[src/rtl/btn_pkg.sv]
// Shared definitions for the button front end: channel FSM encoding,
// channel index constants and channel count.
package btn_pkg;

  localparam int unsigned NUM_BTN = 3;

  // Channel indices on the command bus
  localparam int unsigned BTN_RST = 0;
  localparam int unsigned BTN_UP  = 1;
  localparam int unsigned BTN_DN  = 2;

  // Per-channel debounce FSM states
  typedef enum logic [1:0] {
    ST_RELEASED     = 2'd0,
    ST_PRESS_WAIT   = 2'd1,
    ST_PRESSED      = 2'd2,
    ST_RELEASE_WAIT = 2'd3
  } btn_state_t;

endpackage

[src/rtl/button_debounce.sv]
// One button channel: 2-flop synchronizer, counter-based debounce FSM,
// press one-shot and (with BTN_AUTOREPEAT_EN defined) hold/auto-repeat.
// Ports:
//   i_clk       system clock
//   i_reset     synchronous active-high reset
//   i_btn_raw   asynchronous raw button pin, active-high
//   o_level     debounced level, registered
//   o_event_c   combinational event strobe: high in the cycle before the
//               debounced press edge registers, and on each repeat tick
// Optional: BTN_AUTOREPEAT_EN enables the repeat counter when REPEAT_EN=1.
module button_debounce
  import btn_pkg::*;
#(
  parameter int unsigned DEBOUNCE_CYCLES = 100000,
  parameter int unsigned HOLD_CYCLES     = 50000000,
  parameter int unsigned REPEAT_CYCLES   = 10000000,
  parameter bit          REPEAT_EN       = 1'b0
) (
  input  logic i_clk,
  input  logic i_reset,
  input  logic i_btn_raw,
  output logic o_level,
  output logic o_event_c
);

  localparam int unsigned CNT_W = $clog2(DEBOUNCE_CYCLES);

  // Reject illegal parameterisations at elaboration
  if (DEBOUNCE_CYCLES < 4 || HOLD_CYCLES < 1 || REPEAT_CYCLES < 1) begin : g_bad_param
    $error("button_debounce: illegal DEBOUNCE/HOLD/REPEAT parameters");
  end

  logic [1:0]       r_sync;
  logic             w_s;
  btn_state_t       r_state, w_state_nxt;
  logic [CNT_W-1:0] r_cnt, w_cnt_nxt;
  logic             r_level, w_level_nxt;
  logic             w_press_event;
  logic             w_rep_event;
  logic             w_cnt_last;

  assign w_s        = r_sync[1];
  assign w_cnt_last = (r_cnt == CNT_W'(DEBOUNCE_CYCLES - 1));

  // Synchronizer, state, counter and level registers
  always_ff @(posedge i_clk) begin
    if (i_reset) begin
      r_sync  <= 2'b00;
      r_state <= ST_RELEASED;
      r_cnt   <= '0;
      r_level <= 1'b0;
    end else begin
      r_sync  <= {r_sync[0], i_btn_raw};
      r_state <= w_state_nxt;
      r_cnt   <= w_cnt_nxt;
      r_level <= w_level_nxt;
    end
  end

  // Next-state, counter and level logic
  always_comb begin
    w_state_nxt   = r_state;
    w_cnt_nxt     = r_cnt;
    w_level_nxt   = r_level;
    w_press_event = 1'b0;
    case (r_state)
      ST_RELEASED: begin
        if (w_s) begin
          w_state_nxt = ST_PRESS_WAIT;
          w_cnt_nxt   = '0;
        end
      end
      ST_PRESS_WAIT: begin
        if (!w_s) begin
          w_state_nxt = ST_RELEASED;
          w_cnt_nxt   = '0;
        end else if (w_cnt_last) begin
          w_state_nxt   = ST_PRESSED;
          w_cnt_nxt     = '0;
          w_level_nxt   = 1'b1;
          w_press_event = 1'b1;
        end else begin
          w_cnt_nxt = r_cnt + CNT_W'(1);
        end
      end
      ST_PRESSED: begin
        if (!w_s) begin
          w_state_nxt = ST_RELEASE_WAIT;
          w_cnt_nxt   = '0;
        end
      end
      ST_RELEASE_WAIT: begin
        if (w_s) begin
          w_state_nxt = ST_PRESSED;
          w_cnt_nxt   = '0;
        end else if (w_cnt_last) begin
          w_state_nxt = ST_RELEASED;
          w_cnt_nxt   = '0;
          w_level_nxt = 1'b0;
        end else begin
          w_cnt_nxt = r_cnt + CNT_W'(1);
        end
      end
      default: begin
        w_state_nxt = ST_RELEASED;
        w_cnt_nxt   = '0;
      end
    endcase
  end

`ifdef BTN_AUTOREPEAT_EN
  localparam int unsigned REP_MAX = (HOLD_CYCLES > REPEAT_CYCLES) ? HOLD_CYCLES : REPEAT_CYCLES;
  localparam int unsigned REP_W   = (REP_MAX > 2) ? $clog2(REP_MAX) : 1;

  if (REPEAT_EN) begin : g_repeat
    logic [REP_W-1:0] r_rep_cnt;
    logic             r_rep_phase;
    logic             w_rep_hit;

    // Phase 0 waits out the initial hold, phase 1 ticks at the repeat period
    assign w_rep_hit = r_rep_phase ? (r_rep_cnt == REP_W'(REPEAT_CYCLES - 1))
                                   : (r_rep_cnt == REP_W'(HOLD_CYCLES - 1));

    always_ff @(posedge i_clk) begin
      if (i_reset || (r_state != ST_PRESSED)) begin
        r_rep_cnt   <= '0;
        r_rep_phase <= 1'b0;
      end else if (w_rep_hit) begin
        r_rep_cnt   <= '0;
        r_rep_phase <= 1'b1;
      end else begin
        r_rep_cnt <= r_rep_cnt + REP_W'(1);
      end
    end

    assign w_rep_event = (r_state == ST_PRESSED) && w_rep_hit;
  end else begin : g_no_repeat
    assign w_rep_event = 1'b0;
  end
`else
  assign w_rep_event = 1'b0 & REPEAT_EN;
`endif

  assign o_level   = r_level;
  assign o_event_c = w_press_event | w_rep_event;

endmodule

[src/rtl/button_pulse_gen.sv]
// Button front end: three debounced channels feeding a pending buffer and a
// fixed-priority arbiter that emits one-cycle, at-most-one-hot command pulses.
// Ports:
//   i_clk       system clock
//   i_reset     synchronous active-high reset
//   i_btn_raw   [2:0] raw button pins (0=reset-to-0, 1=up, 2=down)
//   o_button    [2:0] single-cycle command pulses, registered, never multi-hot
//   o_level     [2:0] debounced button levels, registered
// Optional: BTN_AUTOREPEAT_EN adds hold/auto-repeat on the up/down channels.
module button_pulse_gen
  import btn_pkg::*;
#(
  parameter int unsigned DEBOUNCE_CYCLES = 100000,
  parameter int unsigned HOLD_CYCLES     = 50000000,
  parameter int unsigned REPEAT_CYCLES   = 10000000
) (
  input  logic               i_clk,
  input  logic               i_reset,
  input  logic [NUM_BTN-1:0] i_btn_raw,
  output logic [NUM_BTN-1:0] o_button,
  output logic [NUM_BTN-1:0] o_level
);

  logic [NUM_BTN-1:0] w_event;
  logic [NUM_BTN-1:0] w_level;
  logic [NUM_BTN-1:0] w_req;
  logic [NUM_BTN-1:0] w_grant;
  logic [NUM_BTN-1:0] w_pending_nxt;
  logic [NUM_BTN-1:0] r_pending;
  logic [NUM_BTN-1:0] r_button;

  // Per-channel conditioning; only up/down may auto-repeat
  for (genvar gi = 0; gi < NUM_BTN; gi++) begin : g_chan
    button_debounce #(
      .DEBOUNCE_CYCLES (DEBOUNCE_CYCLES),
      .HOLD_CYCLES     (HOLD_CYCLES),
      .REPEAT_CYCLES   (REPEAT_CYCLES),
      .REPEAT_EN       ((gi != BTN_RST) && ((gi == BTN_UP) || (gi == BTN_DN)))
    ) u_debounce (
      .i_clk     (i_clk),
      .i_reset   (i_reset),
      .i_btn_raw (i_btn_raw[gi]),
      .o_level   (w_level[gi]),
      .o_event_c (w_event[gi])
    );
  end

  // Fresh events join the request set directly so an uncontended press is
  // emitted on the same edge its level rises.
  assign w_req   = r_pending | w_event;
  assign w_grant = w_req & (~w_req + NUM_BTN'(1));

  // A new event on a bit whose earlier request is being granted stays pending
  assign w_pending_nxt = (w_req & ~w_grant) | (r_pending & w_event);

  // Pending buffer and registered command output
  always_ff @(posedge i_clk) begin
    if (i_reset) begin
      r_pending <= '0;
      r_button  <= '0;
    end else begin
      r_pending <= w_pending_nxt;
      r_button  <= w_grant;
    end
  end

  assign o_button = r_button;
  assign o_level  = w_level;

endmodule
[config.mk]
export PLATFORM = sky130hd
export DESIGN_NAME = button_pulse_gen
export DESIGN_NICKNAME = d
export VERILOG_FILES = /design/src/rtl/btn_pkg.sv /design/src/rtl/button_debounce.sv /design/src/rtl/button_pulse_gen.sv
export SDC_FILE = /design/constraint.sdc
export NUM_CORES = 1
export LEC_CHECK = 0
export CAP_MARGIN = 20
export CELL_PAD_IN_SITES_DETAIL_PLACEMENT = 1
export CELL_PAD_IN_SITES_GLOBAL_PLACEMENT = 2
export CORE_MARGIN = 5
export CORE_UTILIZATION = 36
export CTS_BUF_LIST = sky130_fd_sc_hd__clkbuf_2
export CTS_CLUSTER_DIAMETER = 200
export DETAILED_ROUTE_END_ITERATION = 10
export PLACE_DENSITY_LB_ADDON = 0.1
export RECOVER_POWER = 25
export SETUP_SLACK_MARGIN = 0.1
export SLEW_MARGIN = 20
export SYNTH_ARGS = -nofsm -noshare
export SYNTH_HDL_FRONTEND = slang
export SYNTH_HIERARCHICAL = 1
export SYNTH_SLANG_ARGS = --single-unit
[constraint.sdc]
create_clock -name i_clk -period 2 [get_ports i_clk]
set_clock_uncertainty 0.2 [all_clocks]
set_input_delay 0.3 -clock i_clk [delete_from_list [all_inputs] [get_ports i_clk]]
set_output_delay 0.3 -clock i_clk [all_outputs]
set_load 0.01 [all_outputs]
==> flow_summary_export.csv <==
group,metric,value,unit
run,drv_cap,0,
clock_network,path_clk_slew,220,ps
grt,grt_overflow_total,0,
die,die_area,12250,um2
pwr,max-vdd-ir-drop,0.2529,mV
timing,max_freq,436.9,MHz
route,ant_nets,0,
place,dp_hpwl,7496,um
route,totalWireLength,11210,um
synth,synth.top_cell.area_share,0.3949,
grt,antenna_found_initial,0,
synth,synth_area_leaders,"dfxtp_1 (39%), nand3_1 (4.8%), nand2_1 (4.0%)",
final_layout,area_growth,43.16,%
final_layout,final_layout_size_suffix_gt1_frac,0.3853,
place,dpl_cell_area,4539,um2
critical_path,critPathKind,"reg2reg",
final_layout,nFillCells,1158,
synth,synth_cells,424,
synth,synth_seq_cells,72,
critical_path,critPathRequiredTime,2240,ps
route,drc,0,
critical_path,critPathArrivalTime,2530,ps
final_layout,post-route-util,0.5321,
critical_path,start_kind,"flip-flop",
die,initial_core_util,0.3717,
clock_network,cts_tree,"built",
synth,yosysWarnings,6,
synth,netlist-cell-type-count,70,
route,drt_iter0_drc,111,
clock_network,worstSkewPairLatency,540,ps
die,die_height,110.7,um
route,num_vias,3702,
grt,grt_first_pass_wirelength,18530,um
synth,seq_area_frac_synth,0.3949,
die,chipWidth,110.7,um
critical_path,rr_startpoint,"g_chan[0].u_debounce/r_cnt[15]",
place,globalplace.congestion,0.8080,
place,post-place-ws,-324.7,ps
min_path,hold_class,"in2reg",
route,viasPerCell,5.460,
run_status,violations,"setup timing",
final_layout,fin_nets,549,
timing,setup_viol,30,
clock_network,htree_num_levels,3,
timing,maxSlewHeadroom,0.4210,
pwr,p_per_area,491.6,nW/um2
final_layout,diodes,0,
clock_network,clockBufferDepth,2,
route,dr.pass1.iters,4,
synth,syn_nets,432,
synth,synth_area,3650,um2
place,port_buffers,10,
timing,finalCritPeriodShare,1.144,
min_path,min_path_cells,2,
clock_network,cts-root-buf,"clkbuf_2",
synth,synthArstFlopShare,0,
run_status,outcome,"finished with violations",
synth,synth_edf_count,0,
grt,grt_use_total,0.1823,
synth,synth.avg_cell_area,8.608,um2
critical_path,setup.worst_path.start,"g_chan[0].u_debounce/r_cnt[15]",
timing,layout_setup_ws,-289.0,ps
final_layout,finalInstanceArea,5225,um2
clock_network,cts.sink_count,72,
critical_path,r2r_cells,5,
critical_path,crit_path_end,"g_chan[0].u_debounce/o_level",
timing,hold_violations,0,
critical_path,rrSetupSlack,-290,ps
timing,fin_crit,2289,ps
grt,grt_pass1_vias,3893,
critical_path,critical_path.max_fanout,7,
pwr,p_leak,0.002014,uW
route,avgRoutedWirePerCell,16.53,um
clock_network,cts_buffers,9,
grt,grt_start_max_net_pins,19,
die,io_pins,11,
timing,maxSlewViolCount,0,
synth,synthFlopType,"dfxtp_1",
timing,fin_hold_ws,94.96,ps
synth,synth_top_area_cell,"dfxtp_1",
die,rows,36,
timing,rsz0062_at_grt,"true",
timing,worst_pin_slew,868.5,ps
die,core_area,9819,um2
critical_path,timing.rr.end,"g_chan[0].u_debounce/o_level",
critical_path,end_kind,"flip-flop",
-- through the flow --
step	setup TNS [ps]	std cells	power, uW
after floorplan	-1960	424	1550
after global placement	-4779	643	1615
after detailed placement	-5831	643	1619
after CTS	-3976	674	2611
after global routing	-7307	678	2687
final	-4693	678	2569
-- synthesized netlist by cell type, drive strengths merged, types with 2 or more instances --
library cell and instances:
nand2b 2, and2 2, nand4bb 2, o22ai 2
and3b 2, o211ai 5, a22o 3, buf 7
and4 5, a31oi 14, nand2 39, nor2 23
o311ai 4, nand3 36, a21o 7, or3 9
dfxtp 72, nand4 19, nor2b 7, nor4 7
or4 4, xor2 7, nand3b 6, clkbuf 12
nor3 14, o21ai 26, nand4b 3, a21oi 25
mux2i 8, nor3b 5, inv 16, a41oi 4
xnor2 4, ha 3, and3 7
-- worst min path at each step --
stage	start	endpoint
after floorplan	i_reset	g_chan[1].u_debounce/o_level
after global placement	g_chan[1].u_debounce/r_sync[0]	g_chan[1].u_debounce/r_sync[1]
after detailed placement	g_chan[2].u_debounce/r_sync[0]	g_chan[2].u_debounce/r_sync[1]
after CTS	i_btn_raw[1]	g_chan[1].u_debounce/r_sync[0]
after global routing	i_btn_raw[0]	g_chan[0].u_debounce/r_sync[0]
final	i_btn_raw[1]	g_chan[1].u_debounce/r_sync[0]
-- logic make-up (layout without fill, tap and decap cells) --
group                    after synthesis  after routing  share of synthesized area
AO/OA/AOI/OAI                         98             98                     0.1724
XOR/XNOR                              11             11                    0.03051
adder cells (fa/ha/maj)                3              3                    0.01029
buffers and inverters                 36            157                    0.05245
flip-flops                            72             72                     0.3949
multiplexers                           8              8                    0.02194
AND/OR/NAND/NOR                      196            196                     0.3175
-- placed cells by master, fill, tap and decap left out, types with 7 or more instances in the layout --
| cell type | n |
|---|---|
| a21oi_1 | 18 |
| a31oi_1 | 13 |
| buf_4 | 90 |
| buf_6 | 18 |
| clkbuf_2 | 9 |
| dfxtp_1 | 57 |
| dfxtp_2 | 14 |
| inv_1 | 16 |
| mux2i_1 | 8 |
| nand2_1 | 36 |
| nand3_1 | 30 |
| nand4_1 | 19 |
| nor2_1 | 18 |
| nor2b_1 | 7 |
| nor3_1 | 9 |
| o21ai_0 | 11 |
| o21ai_2 | 9 |
-- report_power, final --
part           internal, uW  switching [uW]  total (uW)
clock                   402             565         967
combinational          63.6            78.1         142
sequential             1450            11.4        1460
total                  1910             654        2570
-- metal layers --
metal / up-vias / share of wire / GRT usage
met5: - / 0 / 0
met4: 0 / 0.019 / 0.06240
met3: 19 / 0.026 / 0.03603
met2: 57 / 0.50 / 0.3212
met1: 1808 / 0.45 / 0.2205
li1: 1818 / - / -
-- registers in the layout, indices dropped and copies added (netlist names), named ones only --
register and count:
g_chan.u_debounce/r_sync 6, g_chan.u_debounce/o_level 3, o_button 3, r_pending 3, g_chan.u_debounce/r_state 3, g_chan.u_debounce/r_cnt 51
-- critical path, stage by stage, from the launching register on --
cell and delay [ps]:
dfxtp_2 390, or4bb_4 560, or4_4 620, buf_6 170, o211ai_2 150, o311ai_2 110
-- timing repair --
action / 4_1_cts / 5_1_grt
endpoints found under the setup margin: 47 / 52
gates cloned: 1 / 0
hold buffers: 0 / 0
pin swaps: 34 / 27
setup buffers: 15 / 9
gates resized for setup: 71 / 44
-- area by class of cell --
type / instances / area, um2 / area share
multi-input combinational: 316 / 2350 / 0.4497
sequential: 72 / 1463 / 0.2799
timing repair buffer: 125 / 1052 / 0.2014
tap: 133 / 166.4 / 0.03185
clock inverter: 6 / 85.08 / 0.01628
inverter: 17 / 63.81 / 0.01221
clock buffer: 9 / 45.04 / 0.008621
No activity file was read; power rests on OpenSTA's default activity.
